File: src/rtl/fetch_unit_if.sv
// Bundle of the instruction-memory handshake and the decode-side handoff for fetch_unit.
interface fetch_unit_if;
  logic        imem_req;
  logic [31:0] imem_addr;
  logic        imem_ack;
  logic [31:0] imem_rdata;
  logic [31:0] instr;
  logic [5:0]  opcode;
  logic        instr_valid;
  logic        instr_ready;
  logic        branch;
  logic        zero;
  logic [31:0] pc;
  logic        halted;

  modport master (
    output imem_req, imem_addr, instr, opcode, instr_valid, pc, halted,
    input  imem_ack, imem_rdata, instr_ready, branch, zero
  );

  modport slave (
    input  imem_req, imem_addr, instr, opcode, instr_valid, pc, halted,
    output imem_ack, imem_rdata, instr_ready, branch, zero
  );
endinterface

File: src/rtl/fetch_unit.sv
// MIPS instruction fetch stage: one outstanding req/ack fetch at pc, holds the word for decode
// and steps pc (sequential, beq, j) when decode accepts it; a halt opcode parks the stage.
module fetch_unit #(
  parameter logic [31:0] RESET_PC    = 32'h0000_0000,
  parameter logic [5:0]  HALT_OPCODE = 6'b111111
) (
  input logic          clk,
  input logic          rst,
  fetch_unit_if.master bus
);

  localparam logic [5:0] OpJump = 6'b000010;

  typedef enum logic [1:0] {StFetch, StWait, StHold, StHalt} state_e;

  state_e      state_q, state_d;
  logic [31:0] pc_q, pc_d;
  logic [31:0] instr_q, instr_d;
  logic        armed_q;

  logic [31:0] pc_plus4;
  logic [31:0] br_offset;
  logic [31:0] jump_target;
  logic        ack_taken;
  logic        accept;

  // The first cycle after reset sits in FETCH without a request, so a late ack left over
  // from an abandoned transfer cannot be mistaken for the new fetch.
  assign bus.imem_req    = ((state_q == StFetch) && armed_q) || (state_q == StWait);
  assign bus.imem_addr   = pc_q;
  assign bus.instr       = instr_q;
  assign bus.opcode      = instr_q[31:26];
  assign bus.instr_valid = (state_q == StHold);
  assign bus.pc          = pc_q;
  assign bus.halted      = (state_q == StHalt);

  assign ack_taken   = bus.imem_req && bus.imem_ack;
  assign accept      = (state_q == StHold) && bus.instr_ready;
  assign pc_plus4    = pc_q + 32'd4;
  assign br_offset   = {{14{instr_q[15]}}, instr_q[15:0], 2'b00};
  assign jump_target = {pc_plus4[31:28], instr_q[25:0], 2'b00};

  always_comb begin
    state_d = state_q;
    pc_d    = pc_q;
    instr_d = instr_q;
    unique case (state_q)
      StFetch: begin
        if (ack_taken) begin
          instr_d = bus.imem_rdata;
          state_d = StHold;
        end else if (armed_q) begin
          state_d = StWait;
        end
      end
      StWait: begin
        if (ack_taken) begin
          instr_d = bus.imem_rdata;
          state_d = StHold;
        end
      end
      StHold: begin
        if (accept) begin
          if (instr_q[31:26] == HALT_OPCODE) begin
            state_d = StHalt;
          end else begin
            state_d = StFetch;
            if (instr_q[31:26] == OpJump) begin
              pc_d = jump_target;
            end else if (bus.branch && bus.zero) begin
              pc_d = pc_plus4 + br_offset;
            end else begin
              pc_d = pc_plus4;
            end
          end
        end
      end
      StHalt: begin
        state_d = StHalt;
      end
    endcase
  end

  always_ff @(posedge clk or posedge rst) begin
    if (rst) begin
      state_q <= StFetch;
      pc_q    <= RESET_PC;
      instr_q <= 32'h0;
      armed_q <= 1'b0;
    end else begin
      state_q <= state_d;
      pc_q    <= pc_d;
      instr_q <= instr_d;
      armed_q <= 1'b1;
    end
  end

endmodule
File: src/flat_wrapper.sv
// flat-port wrapper written by rule: the top's interface ports become plain ports
module fetch_unit_flat 
#(
  parameter logic [31:0] RESET_PC    = 32'h0000_0000,
  parameter logic [5:0]  HALT_OPCODE = 6'b111111
)
  (clk, rst, bus_imem_req, bus_imem_addr, bus_instr, bus_opcode, bus_instr_valid, bus_pc, bus_halted, bus_imem_ack, bus_imem_rdata, bus_instr_ready, bus_branch, bus_zero);
  fetch_unit_if bus_i ();
  input logic clk;
  input logic rst;
  output wire logic [$bits(bus_i.imem_req)-1:0] bus_imem_req;
  output wire logic [$bits(bus_i.imem_addr)-1:0] bus_imem_addr;
  output wire logic [$bits(bus_i.instr)-1:0] bus_instr;
  output wire logic [$bits(bus_i.opcode)-1:0] bus_opcode;
  output wire logic [$bits(bus_i.instr_valid)-1:0] bus_instr_valid;
  output wire logic [$bits(bus_i.pc)-1:0] bus_pc;
  output wire logic [$bits(bus_i.halted)-1:0] bus_halted;
  input wire logic [$bits(bus_i.imem_ack)-1:0] bus_imem_ack;
  input wire logic [$bits(bus_i.imem_rdata)-1:0] bus_imem_rdata;
  input wire logic [$bits(bus_i.instr_ready)-1:0] bus_instr_ready;
  input wire logic [$bits(bus_i.branch)-1:0] bus_branch;
  input wire logic [$bits(bus_i.zero)-1:0] bus_zero;
  assign bus_imem_req = bus_i.imem_req;
  assign bus_imem_addr = bus_i.imem_addr;
  assign bus_instr = bus_i.instr;
  assign bus_opcode = bus_i.opcode;
  assign bus_instr_valid = bus_i.instr_valid;
  assign bus_pc = bus_i.pc;
  assign bus_halted = bus_i.halted;
  assign bus_i.imem_ack = bus_imem_ack;
  assign bus_i.imem_rdata = bus_imem_rdata;
  assign bus_i.instr_ready = bus_instr_ready;
  assign bus_i.branch = bus_branch;
  assign bus_i.zero = bus_zero;
  fetch_unit #(.RESET_PC(RESET_PC), .HALT_OPCODE(HALT_OPCODE)) u_core (.clk(clk), .rst(rst), .bus(bus_i));
endmodule
File: config.mk
export PLATFORM = sky130hd
export DESIGN_NAME = fetch_unit_flat
export DESIGN_NICKNAME = d
export VERILOG_FILES = /design/src/rtl/fetch_unit_if.sv /design/src/rtl/fetch_unit.sv /design/src/flat_wrapper.sv
export SDC_FILE = /design/constraint.sdc
export NUM_CORES = 1
export LEC_CHECK = 0
export CAP_MARGIN = 20
export CORE_UTILIZATION = 54
export DETAILED_ROUTE_END_ITERATION = 10
export PLACE_DENSITY = 0.95
export SKIP_LAST_GASP = 1
export SLEW_MARGIN = 15
export SYNTH_ARGS = -nofsm -noshare
export SYNTH_HDL_FRONTEND = slang
export SYNTH_SLANG_ARGS = --single-unit
File: constraint.sdc
create_clock -name clk -period 10.35 [get_ports clk]
set_clock_uncertainty 0.1 [all_clocks]
set_input_delay 1.5525 -clock clk [delete_from_list [all_inputs] [get_ports clk]]
set_output_delay 1.5525 -clock clk [all_outputs]
set_load 0.05 [all_outputs]
# --- Word level (Yosys, flattened, before mapping) ---
# Index checks and enable logic that the tools add are counted.
word_totals:
  register_bits: 67
  inputBits: 38
  output_inout_bits: 105
  elab_cells: 33
classes:
  n_addsub: 2
  n_eq_ne: 8
  muxes: 8
  bitwise: 1
  reduce_logical: 10
op_table:
  columns: ["op", "n"]
  rows:
  - ["2-to-1 mux 32 bit", 2]
  - ["adder 32 x 3 -> 32 bit, second input constant", 1]
  - ["adder 32 bit", 1]
  - ["2-to-1 mux 2 bit", 5]
  - ["case mux 2 bit (4 select lines)", 1]
  - ["equality test 6 x 2 -> 1 bit, second input constant", 1]
  - ["equality test 6 bit, second input constant", 1]
  - ["AND reduction 3 bit", 2]
  - ["equality test 2 bit, second input constant", 2]
  - ["logical AND 1 bit", 4]
  - ["inequality test 2 x 1 -> 1 bit, second input constant", 2]
  - ["inequality test 3 x 1 -> 1 bit, second input constant", 1]
  - ["equality test 2 x 1 -> 1 bit, second input constant", 1]
  - ["zero test 2 bit", 1]
  - ["AND reduction 2 bit", 1]
  - ["OR reduction 2 bit", 1]
  - ["logical OR 1 bit", 1]
  - ["NOT 1 bit", 1]

# --- Logic depth before layout (Yosys ltp) ---
logic_depth:
  depth_word: 6
  mapped_depth: 15

# --- Worst setup path before layout ---
# No wires, ideal clock.
synth_path:
  kind: "register -> register"
  start: "register u_core.pc_q[4], in the netlist u_core.bus.imem_addr[4]"
  end: "register u_core.pc_q[31], in the netlist u_core.bus.imem_addr[31]"
  arrival_ns: 3.887
  required_ns: 10.168
  slack_ns: 6.281
  stages_incl_launch_ff: 15
  cell_sequence: "dfrtp_1 and4_1 nand4_1 nor2_1 nand2_1 xnor2_1 ha_1 and3_1 a221oi_2 o21ai_2 o2bb2ai_2 or4_4 a31o_1 a21oi_2 xor2_1"
synth_via:
  elab_chain_cells: 4
synth_rtl:
  columns: ["element", "line_no", "source"]
  rows:
  - ["start, declared", "fetch_unit.sv:17", "logic [31:0] pc_q, pc_d;"]
  - ["start signal, assigned", "fetch_unit.sv:92", "pc_q <= pc_d;"]
  - ["adder 32 x 3 -> 32 bit *", "fetch_unit.sv:39", "assign pc_plus4 = pc_q + 32'd4;"]
  - ["adder 32 bit", "fetch_unit.sv:71", "pc_d = pc_plus4 + br_offset;"]
  - ["2-to-1 mux 32 bit", "fetch_unit.sv:70", "end else if (bus.branch && bus.zero) begin"]
  - ["2-to-1 mux 32 bit *", "fetch_unit.sv:68", "if (instr_q[31:26] == OpJump) begin"]
# Every way passes the cells marked *; elsewhere a longest branch is shown, timed or not.
# A chain may end at the register's enable or synchronous reset.

# --- Final worst setup path ---
layout_path:
  start: "register u_core.pc_q[6], in the netlist u_core.bus.imem_addr[6]"
  end: "register u_core.pc_q[31], in the netlist u_core.bus.imem_addr[31]"
# The elaborated chain is that of the path after synthesis.

==> reports/results.ini <==
[place]
dpl.hpwl_um = 12320
gp_congestion = 0.9597
port_buffers = 138
dp_slack_ns = 6.169

[finish]
finish.utilization = 0.7030
nets = 799
layout-drive-gt1-share = 0.09890
final_common_cell = clkdlybuf4s50_1
syn_to_final_growth_pct = 25.36
mostFrequentLayoutCells = 138 x clkdlybuf4s50_1, 70 x nand2_1, 65 x dfrtp_1, 41 x a21oi_1, 37 x ha_1
antenna_cells = 0

[logic_synthesis]
yosys_warnings = 0
netlist_instances = 629
synth_xor_area_frac = 0.08112
yosys.area_share.simple = 0.1797
synth_area_leaders = dfrtp_1 30%, ha_1 8.4%, mux2_2 6.5%, buf_4 5.7%, nand2_1 4.8%
seq_area_frac_synth = 0.2954
synth-main-ff-cell = dfrtp_1
synth_mux_area_frac = 0.06726
syn_avg_cell_area_um2 = 8.754
synth-adder-area-share = 0.08771
synth_top_area_frac = 0.2954
yosys.area.top_type = dfrtp_1
ys_async_sr_fraction = 1.000
ys_types = 70
ys_ff_latch = 65
synth_top_family_by_area = compound AO/OA/AOI/OAI gates
syn-cell-area_um2 = 5507
synth_compound_area_frac = 0.2038
synth_edf_count = 0

[sta]
setup_viol = 0
post-route-period-util = 0.4133
fin_crit_ns = 4.277
tns_ns = 0
hold_viol_final = 0
maxSlewHeadroom = 0.3649
setup_ws_ns = 6.073
finalMaxSlewViolations = 0
worst_slew_pin_slew_ns = 0.9526
fmax_ghz = 0.2338
rsz0062_at_grt = false

[pwr]
p_total_mw = 0.5401
switching_power_mw = 0.1280
pwr-share-seq = 0.471
peakVddDrop_mv = 0.1092
pwr-share-comb = 0.061
switching_share = 0.2370
leakage_nw = 3.100
power_density_nw_per_um2 = 78.24
clkPwrFrac = 0.469
internal_power_mw = 0.4121

[setup_path]
path_class = register to register
slowest_stage = or4_4
crit_family = simple AND/OR/NAND/NOR gates
path_cells = and4_1 -> nand4_1 -> nor2_1 -> nand2_1 -> xnor2_1 -> ha_1 -> and3_1 -> a221oi_2 -> o21ai_2 -> o2bb2ai_2 -> or4_4 -> a31o_1 -> a21oi_2 -> xor2_1
crit_arrival_ns = 4.47
required_ns = 10.54
worstSetupStartpointType = register
critical_path_buf_inv_count = 0
critPathMaxFanout = 6
cpPeakStageDelay_ns = 0.51
critPathCaptureType = register

[floorplan]
initial_core_util = 0.5608
pin_count = 143
die_w_um = 103.0
core.rowCount = 36
design.core.area_um2 = 9819
die_y_um = 103.0
dieArea_um2 = 10600

[clock_tree]
h-tree-depth = 3
hold_buffers = 0
clock_sinks = 65
cts_setup_buffers = 0
ctsResizeCount = 0
cts_made_buffers = 9
insertion_delay_ns = 0.36
clk_pin_slew_worst_paths_ns = 0.08
cts_buffer_depth = 2
cts_tree = done
ctsRootBufferMaster = clkbuf_8

[drt]
wl_per_cell_um = 19.52
via_count = 5382
vias_per_cell = 6.251
drc = 0
drt_iter0_drc = 537
ant_nets = 0
routed_wl_um = 16810
drt-pass1-iter-count = 5

[global_routing]
gr-usage-all-layers = 0.3290
grt_max_degree = 66
grt_pass1_vias = 5233
antenna_found_initial = 0
grt_pass1_wl_um = 26410
globalRouteOverflowTotal = 0

[flow_run]
drv_cap = 0

[hold_path]
hold_path_class = register to register

[run_status]
outcome = completed

## layer usage
metal  up-vias  routed length [µm]  global-route usage
li1       2435                   -                   -
met1      2569                6855              0.4284
met2       329                8025              0.5446
met3        49                1506             0.06712
met4         0                 424              0.1138
met5         -                   0                   0
## per-stage QoR
stage	std cells	hold slack, ns	instance area [µm²]
2_1_floorplan	632	0.4576	5518
3_3_place_gp	845	0.4181	6675
3_5_place_dp	845	0.4294	6675
4_1_cts	861	0.4431	6903
5_1_grt	861	0.4718	6903
6_report	861	0.4387	6903
## worst register-to-register path, cell delays in order, from the launching register on
cell,delay [ns]
dfrtp_1,0.47
and4_1,0.32
nand4_1,0.42
nor2_1,0.41
nand2_1,0.11
xnor2_1,0.25
ha_1,0.36
and3_1,0.23
a221oi_2,0.25
o21ai_2,0.13
o2bb2ai_2,0.14
or4_4,0.51
a31o_1,0.23
a21oi_2,0.13
xor2_1,0.15
## synthesized netlist by cell type, drive strengths merged, types with 5 or more instances
master and n:
nand2 70, dfrtp 65, o21ai 46, buf 45, a21oi 44, ha 37, nor2 36, mux2 32
nand3 30, xnor2 30, xor2 21, a21o 19, clkbuf 18, nand4 13, and3 11, inv 8
nor3 7, o21bai 7, a211oi 5, a31oi 5, and2 5, and4 5, nor4 5, o211ai 5
o31ai 5, or2 5
## cell type report
type | instances | area, µm²
Sequential cell | 65 | 1627
Tap cell | 133 | 166.4
Clock buffer | 10 | 137.6
Clock inverter | 6 | 90.09
Inverter | 8 | 30.03
Multi-Input combinational cell | 496 | 3433
Fill cell | 753 | 2917
Timing Repair Buffer | 143 | 1419
## registers in the layout, indices dropped and copies added (netlist names)
| signal | cells |
|---|---|
| u_core.armed_q | 1 |
| u_core.bus.imem_addr | 30 |
| u_core.bus.instr | 32 |
| u_core.state_q | 2 |
## logic make-up after synthesis
kind of cell / count (synthesis)
other: 2
adder cells (fa/ha/maj): 38
flip-flops: 65
XOR/XNOR: 51
AO/OA/AOI/OAI: 170
AND/OR/NAND/NOR: 199
buffers and inverters: 71
multiplexers: 33
## power by group through the flow
stage	clock [mW]	combinational, mW	sequential, mW
after floorplan	0	0.0152	0.259
after global placement	0	0.0317	0.259
after detailed placement	0	0.0327	0.259
after CTS	0.255	0.0330	0.254
after global routing	0.267	0.0356	0.254
final	0.253	0.0329	0.254
## worst paths after layout
kind                                               start                        to  slack [ns]  depth (start not counted)
worst max-delay path             u_core.bus.imem_addr[6]  u_core.bus.imem_addr[31]        6.07                         14
worst min-delay path            u_core.bus.imem_addr[31]  u_core.bus.imem_addr[31]        0.44                          1
worst max register to register   u_core.bus.imem_addr[6]  u_core.bus.imem_addr[31]        6.07                         14
worst min register to register  u_core.bus.imem_addr[31]  u_core.bus.imem_addr[31]        0.44                          1
max in group asynchronous                            rst      u_core.bus.instr[15]        7.93                          3
min in group asynchronous                            rst      u_core.bus.instr[23]        1.66                          3
No activity file was read; power rests on OpenSTA's default activity.
